File: config.mk
export PLATFORM = sky130hd
export DESIGN_NAME = load_store_unit
export DESIGN_NICKNAME = d
export VERILOG_FILES = /design/src/rtl/lsu_pkg.sv /design/src/rtl/lsu_byte_lane.sv /design/src/rtl/load_store_unit.sv
export SDC_FILE = /design/constraint.sdc
export NUM_CORES = 1
export LEC_CHECK = 0
export CAP_MARGIN = 20
export CORE_ASPECT_RATIO = 0.7
export CORE_UTILIZATION = 35
export DETAILED_ROUTE_END_ITERATION = 16
export PLACE_DENSITY = 0.66
export SYNTH_ARGS = -nofsm -noshare
export SYNTH_HDL_FRONTEND = slang
export SYNTH_SLANG_ARGS = --single-unit
export TNS_END_PERCENT = 5
File: constraint.sdc
create_clock -name clk -period 2.04 [get_ports clk]
set_input_delay 0.51 -clock clk [delete_from_list [all_inputs] [get_ports clk]]
set_output_delay 0.51 -clock clk [all_outputs]
set_load 0.01 [all_outputs]
File: src/rtl/lsu_pkg.sv
// Shared types and constants for the load/store unit: FSM states,
// access size encoding and byte-lane selectors.
package lsu_pkg;

  typedef enum logic [1:0] {
    IDLE  = 2'd0,
    READ  = 2'd1,
    WRITE = 2'd2,
    RESP  = 2'd3
  } lsu_state_t;

  typedef enum logic {
    SIZE_BYTE = 1'b0,
    SIZE_HALF = 1'b1
  } lsu_size_t;

  localparam logic LANE_LO = 1'b0;
  localparam logic LANE_HI = 1'b1;

endpackage

File: src/rtl/lsu_byte_lane.sv
// Byte-lane helper: extracts one byte of a 16-bit word with sign/zero
// extension, and merges a new byte into the selected lane.
module lsu_byte_lane
  import lsu_pkg::*;
(
  input  logic [15:0] word,
  input  logic        lane,
  input  logic        sign_ext,
  input  logic [7:0]  new_byte,
  output logic [15:0] extracted,
  output logic [15:0] merged
);

  logic [7:0] sel_byte;

  always_comb begin
    sel_byte  = (lane == LANE_HI) ? word[15:8] : word[7:0];
    extracted = {{8{sign_ext & sel_byte[7]}}, sel_byte};
    merged    = (lane == LANE_HI) ? {new_byte, word[7:0]} : {word[15:8], new_byte};
  end

endmodule

File: src/rtl/load_store_unit.sv
// Multi-cycle load/store sequencer: byte/halfword accesses with RMW for byte
// stores. Optional misaligned-halfword trap: define LSU_MISALIGN_TRAP_EN.
//
// Request handshake: a request transfers on a rising edge where
// req_valid && req_ready; req_ready is high only in IDLE, and req_* are
// don't-care whenever req_ready is low. resp_valid is a one-cycle pulse.
module load_store_unit
  import lsu_pkg::*;
#(
  parameter int ADDR_W = 16,
  parameter int DATA_W = 16
) (
  input  logic              clk,
  input  logic              rst_n,
  input  logic              req_valid,
  output logic              req_ready,
  input  logic              req_write,
  input  logic              req_size,
  input  logic              req_signed,
  input  logic [ADDR_W-1:0] req_addr,
  input  logic [DATA_W-1:0] req_wdata,
  output logic [ADDR_W-1:0] mem_address,
  output logic [DATA_W-1:0] mem_write_data,
  output logic              mem_write_enable,
  output logic              mem_read_enable,
  input  logic [DATA_W-1:0] mem_read_data,
  output logic              resp_valid,
  output logic [DATA_W-1:0] resp_rdata,
  output logic              resp_error,
  output lsu_state_t        dbg_state
);

  lsu_state_t        state_q, state_d;
  logic              cap_write;
  lsu_size_t         cap_size;
  logic              cap_signed;
  logic [ADDR_W-1:0] cap_addr;
  logic [7:0]        cap_byte;
  logic [DATA_W-1:0] wdata_q;
  logic [DATA_W-1:0] rdata_q;
  logic              accept;
  logic              req_is_half;
  logic              trap_hit;
  logic [DATA_W-1:0] lane_extracted;
  logic [DATA_W-1:0] lane_merged;

  assign req_ready   = (state_q == IDLE);
  assign accept      = req_valid & req_ready;
  assign req_is_half = (lsu_size_t'(req_size) == SIZE_HALF);

`ifdef LSU_MISALIGN_TRAP_EN
  logic err_q;

  assign trap_hit   = req_is_half & req_addr[0];
  assign resp_error = err_q;

  always_ff @(posedge clk or negedge rst_n) begin
    if (!rst_n) begin
      err_q <= 1'b0;
    end else if (accept) begin
      err_q <= trap_hit;
    end
  end
`else
  assign trap_hit   = 1'b0;
  assign resp_error = 1'b0;
`endif

  lsu_byte_lane u_byte_lane (
    .word      (mem_read_data),
    .lane      (cap_addr[0]),
    .sign_ext  (cap_signed),
    .new_byte  (cap_byte),
    .extracted (lane_extracted),
    .merged    (lane_merged)
  );

  always_ff @(posedge clk or negedge rst_n) begin
    if (!rst_n) begin
      state_q <= IDLE;
    end else begin
      state_q <= state_d;
    end
  end

  always_comb begin
    state_d = state_q;
    unique case (state_q)
      IDLE: begin
        if (accept) begin
          if (trap_hit)                      state_d = RESP;
          else if (req_write && req_is_half) state_d = WRITE;
          else                               state_d = READ;
        end
      end
      READ:    state_d = cap_write ? WRITE : RESP;
      WRITE:   state_d = RESP;
      RESP:    state_d = IDLE;
      default: state_d = IDLE;
    endcase
  end

  // Captured request plus the registered write word and load result; the
  // byte-store merge happens on the READ edge so WRITE only replays wdata_q.
  always_ff @(posedge clk or negedge rst_n) begin
    if (!rst_n) begin
      cap_write  <= 1'b0;
      cap_size   <= SIZE_BYTE;
      cap_signed <= 1'b0;
      cap_addr   <= '0;
      cap_byte   <= '0;
      wdata_q    <= '0;
      rdata_q    <= '0;
    end else begin
      unique case (state_q)
        IDLE: begin
          if (accept) begin
            cap_write  <= req_write;
            cap_size   <= lsu_size_t'(req_size);
            cap_signed <= req_signed;
            cap_addr   <= req_addr;
            cap_byte   <= req_wdata[7:0];
            if (req_write && req_is_half && !trap_hit) wdata_q <= req_wdata;
            if (trap_hit) rdata_q <= '0;
          end
        end
        READ: begin
          if (cap_write) wdata_q <= lane_merged;
          else rdata_q <= (cap_size == SIZE_HALF) ? mem_read_data : lane_extracted;
        end
        WRITE:   rdata_q <= '0;
        default: ;
      endcase
    end
  end

  assign mem_address      = {1'b0, cap_addr[ADDR_W-1:1]};
  assign mem_write_data   = wdata_q;
  assign mem_read_enable  = (state_q == READ);
  assign mem_write_enable = (state_q == WRITE);
  assign resp_valid       = (state_q == RESP);
  assign resp_rdata       = rdata_q;
  assign dbg_state        = state_q;

endmodule

# Word-level counts from Yosys, hierarchy flattened
# Cells that the tools add are included.
[totals]
word_cells = 37
out_inout_bits = 55
in_bits = 54
register_bits = 61
[classes]
muxes = 13
n_bitwise = 2
eq_ne = 7
n_reduce_logical = 7
[ops]
columns = ["cell", "n"]
rows = [
  ["16-bit 2-to-1 mux", 6],
  ["16-bit one-hot mux with 2 select lines", 2],
  ["8-bit 2-to-1 mux", 1],
  ["2-bit one-hot mux with 4 select lines", 1],
  ["2-bit by 1-bit != test with 1-bit output, second input constant", 3],
  ["2-bit equality test, second input constant", 2],
  ["2-bit 2-to-1 mux", 2],
  ["2-bit AND reduction", 2],
  ["4-bit AND reduction", 1],
  ["2-bit nonzero test", 2],
  ["1-bit bitwise AND", 2],
  ["2-bit by 1-bit equality test with 1-bit output, second input constant", 1],
  ["2-bit logical NOT", 1],
  ["2-bit != test, second input constant", 1],
  ["1-bit logical AND", 1],
  ["1-bit 2-to-1 mux", 1],
]

# Longest topological paths before layout
[logic_depth]
word_depth = 5
mapped_depth = 7
ltp_nobuf = 5

# Cells and area by module
# From an unflattened synthesis, not the netlist that was laid out.
[unflattened]
cells_unflattened = 237
area_unflattened_um2 = 3229.3
[modules_own_cells]
columns = ["mod", "cells_per_inst", "area_each_um2", "instances", "seq_area_each_um2"]
rows = [
  ["load_store_unit", 202, 2856.5, 1, 1526.5],
  ["lsu_byte_lane", 35, 372.9, 1, 0.0],
]

# Worst setup path before layout
# OpenSTA, ideal clock, no wires.
[synth_path]
path_type = "register -> register"
from = "register state_q[0], in the netlist dbg_state[0]"
to = "register wdata_q[0], in the netlist mem_write_data[0]"
path_stages_with_launch = 7
period_less_slack_ns = 1.990
required_ns = 1.915
setup_ns = 0.125
slack_ns = 0.050
t_arrival_ns = 1.865
path_buffers = 1
cell_sequence = "dfrtp_1 -> inv_1 -> ha_1 -> mux2i_1 -> a211oi_4 -> buf_6 -> mux2_2"
[synth_between]
elab_chain_cells = 4
elab_cells_between_ends = 9
classes_between = "eq/ne (4); mux (1); bitwise (1); reduce/logical (3)"
[synth_rtl]
columns = ["item", "line_no", "text"]
rows = [
  ["start: declaration", "load_store_unit.sv:33", "lsu_state_t state_q, state_d;"],
  ["start signal: assignment", "load_store_unit.sv:82", "state_q <= state_d;"],
  ["2-bit logical NOT (*)", "load_store_unit.sv:47", "assign req_ready = (state_q == IDLE);"],
  ["via req_ready", "load_store_unit.sv:16", "output logic req_ready,"],
  ["1-bit bitwise AND", "load_store_unit.sv:48", "assign accept = req_valid & req_ready;"],
  ["2-bit by 1-bit != test with 1-bit output (no source line)", "-", ""],
  ["4-bit AND reduction (no source line)", "-", ""],
  ["end signal: assignment", "load_store_unit.sv:123", "if (req_write && req_is_half && !trap_hit) wdata_q <= req_wdata;"],
  ["end signal: assignment", "load_store_unit.sv:128", "if (cap_write) wdata_q <= lane_merged;"],
  ["end: declaration", "load_store_unit.sv:39", "logic [DATA_W-1:0] wdata_q;"],
]
# Mark *: on every way through the listed nets, which the timed path passes. The rest lies on a longest branch.
# A chain may end at the register's enable or synchronous reset.

# Final worst setup path
[layout_path]
from = "register state_q[0], in the netlist dbg_state[0]"
to = "output dbg_state[0]"
[layout_rtl]
columns = ["item", "line_no", "text"]
rows = [
  ["end: declaration", "load_store_unit.sv:30", "output lsu_state_t dbg_state"],
]
# No word-level cell between the ends.

==> flow_metrics.tcl <==
set metrics [dict create \
    cts-root-buf "clkbuf_16" \
    synth_area_leaders "dfrtp_1, mux2_2, mux2i_1" \
    ys_seq_area_share_pct 53.0 \
    cp_cell_sequence "buf_4, clkdlybuf4s50_1" \
    synth_xor_area_share_pct 0 \
    clockBufferDepth 2 \
    max_cap_viol_count 0 \
    cp-end-kind "output port" \
    postCtsHoldBufs 0 \
    synth.avg_cell_area_sq_um 12.6 \
    ys_types 25 \
    outcome "complete, no violations" \
    clock_latency_ns 0.33 \
    vdd_drop_max_mv 0.703 \
    synth_compound_area_share_pct 9.77 \
    yosysWarnings 0 \
    drv_slew 0 \
    hold_path.class "in2async" \
    p_leak_nw 1.93 \
    worstRegToRegCells 6 \
    area.growth.synth_to_final_pct 55.1 \
    clock_sinks 61 \
    drc 0 \
    yosys.area_share.simple_pct 5.86 \
    dieArea_sq_um 8610 \
    period_share_pct 92.4 \
    synth-edff-count 0 \
    hold_slack_ns 0.137 \
    viasPerCell 4.96 \
    slowest_stage "clkdlybuf4s50_1" \
    gp_congestion 0.794 \
    synth_fa_ha_area_share_pct 2.60 \
    antenna_found_initial 0 \
    cp_max_fo 4 \
    numCtsBuffers 9 \
    synth_mux_area_share_pct 25.5 \
    fin_crit_ns 1.89 \
    met3_usage_pct 7.89 \
    drive_gt1_share_pct 23.1 \
    vias 2242 \
    grt_pass1_vias 2227 \
    async_reset_ff_share_pct 100 \
    fp.dieH_um 77.9 \
    critPathLaunch "dbg_state[0]" \
    cp.required_ns 1.53 \
    grt_util_met1_pct 25.8 \
    clock_skew_ns 0.00647 \
    finalHoldViolations 0 \
    num-fill-cells 675 \
    synth_area_sq_um 2880 \
    hpwlAfterDp_um 5600 \
    cp_top_family "buffers and inverters" \
    nets 407 \
    power_per_cell_area_nw_per_um2 1610 \
    start_kind "flop" \
    grt_pass1_wl_um 12200 \
    grt_max_degree 33 \
    boundaryPins 109 \
    diodes 0 \
    worstPathArrival_ns 1.38 \
    r2r_end "mem_write_data[4]" \
    crit_buf_inv 2 \
    use_met2_pct 27.0 \
    setup_tns_ns 0 \
    port_buffers 106 \
    synth_common_cells "dfrtp_1, mux2_2, mux2i_1" \
    critical_path_cell_count 2 \
    totalPowerFinal_mw 7.22 \
    die_w_um 110 \
    yosysTopAreaCellShare_pct 53.0 \
    synth_top_family_by_area "multiplexers" \
    synth_most_common_cell "dfrtp_1" \
    initialDrtViolationCount 55 \
    cts_tree "done" \
    rsz0062_at_grt "no" \
    critPathMaxStageDelay_ns 0.52 \
    clk_pin_slew_ns 0.05 \
    endpoint "dbg_state[0]" \
    synth-seq-cells 61 \
    netlist_instances 228 \
    grt_most_used_layer "met2" \
    critPathKind "reg2out" \
    setup_viol 0 \
    rows 27 \
    drt_pass1_iterations 4 \
    grt-ovfl-total 0 \
    avgRoutedWirePerCell_um 16.9 \
    fmax_mhz 530 \
    grt_use_total_pct 18.7 \
    htree_levels 3 \
    synth_top_area_cell "dfrtp_1" \
    wl_um 7640 \
    core-area_sq_um 7910 \
    r2r-start "dbg_state[0]" \
    reg2reg_slack_ns 0.23 \
    antenna_left 0 \
    start_util_pct 36.5 \
    ys.flop_type "dfrtp_1" \
]
logic make-up (layout without fill, tap and decap cells):
kind of cell	Yosys count	in the layout
flip-flops	61	61
multiplexers	68	68
other	1	2
AND/OR/NAND/NOR	35	35
buffers and inverters	18	140
adder cells (fa/ha/maj)	6	6
AO/OA/AOI/OAI	39	39
state kept, by name (all words and copies together), names as in the netlist:
register / count
cap_size: 1
cap_byte: 8
cap_addr: 16
mem_write_data: 16
resp_rdata: 16
dbg_state: 2
cap_write: 1
cap_signed: 1
how the worst min path moves through the flow:
stage | start | endpoint | slack [ns] | cells past startpoint
2_1_floorplan | rst_n | cap_addr[0] | 0.21 | 0
3_3_place_gp | resp_rdata[11] | resp_rdata[11] | 0.47 | 1
3_5_place_dp | resp_rdata[13] | resp_rdata[13] | 0.47 | 1
4_1_cts | rst_n | cap_addr[3] | 0.14 | 1
5_1_grt | rst_n | cap_addr[3] | 0.16 | 1
6_report | rst_n | cap_addr[3] | 0.14 | 1
through the flow:
stage	cells	utilization (%)	cell area [sq um]	worst slack, ns
after floorplan	229	-	2890	0.0503
after global placement	436	52.3	4130	-0.00303
after detailed placement	436	52.3	4130	-0.0292
after CTS	452	56.6	4470	0.136
after global routing	452	56.6	4470	0.0907
final	452	56.6	4470	0.155
power breakdown:
group	internal, mW	total (mW)	switching [mW]
logic	1.99	3.43	1.44
registers	1.80	2.18	0.382
clock network	1.09	1.61	0.515
total	4.88	7.22	2.34
worst reg2reg max path, cell delays in order (launching register included):
cell and delay, ns:
dfrtp_2 0.44, inv_2 0.10, ha_2 0.22, mux2i_1 0.13
a211oi_4 0.26, buf_12 0.19, mux2_2 0.35
layer usage:
layer / part of all wire, % / vias up
li1: - / 1049
met1: 48 / 1102
met2: 44 / 84
met3: 7.6 / 7
met4: 0.50 / 0
met5: 0 / -
layout make-up:
cell class | count | area (sq um) | share of cell area, %
clock inverters | 4 | 72.6 | 1.62
clock buffers | 11 | 243 | 5.43
inverters | 4 | 15.0 | 0.336
repair buffers | 121 | 1200 | 26.9
well taps | 101 | 126 | 2.83
flip-flops and latches | 61 | 1530 | 34.2
multi-input cells | 150 | 1280 | 28.7
cell usage in the layout (no fill, tap or decap), types with 4 or more instances in the layout:
cell             count
nor2b_1              9
o2bb2ai_1           16
mux2i_1             25
nor2_1              18
dlygate4sd2_1        4
clkdlybuf4s50_1    101
mux2_2              43
dfrtp_1             60
clkbuf_16            9
a21oi_1             16
buf_4               12
timing repair:
item	4_1_cts	5_1_grt
endpoints found under the setup margin	3	0
resized for setup	11	0
endpoints found under the hold margin	0	0
setup buffers	1	0
No activity file was read; power rests on OpenSTA's default activity.
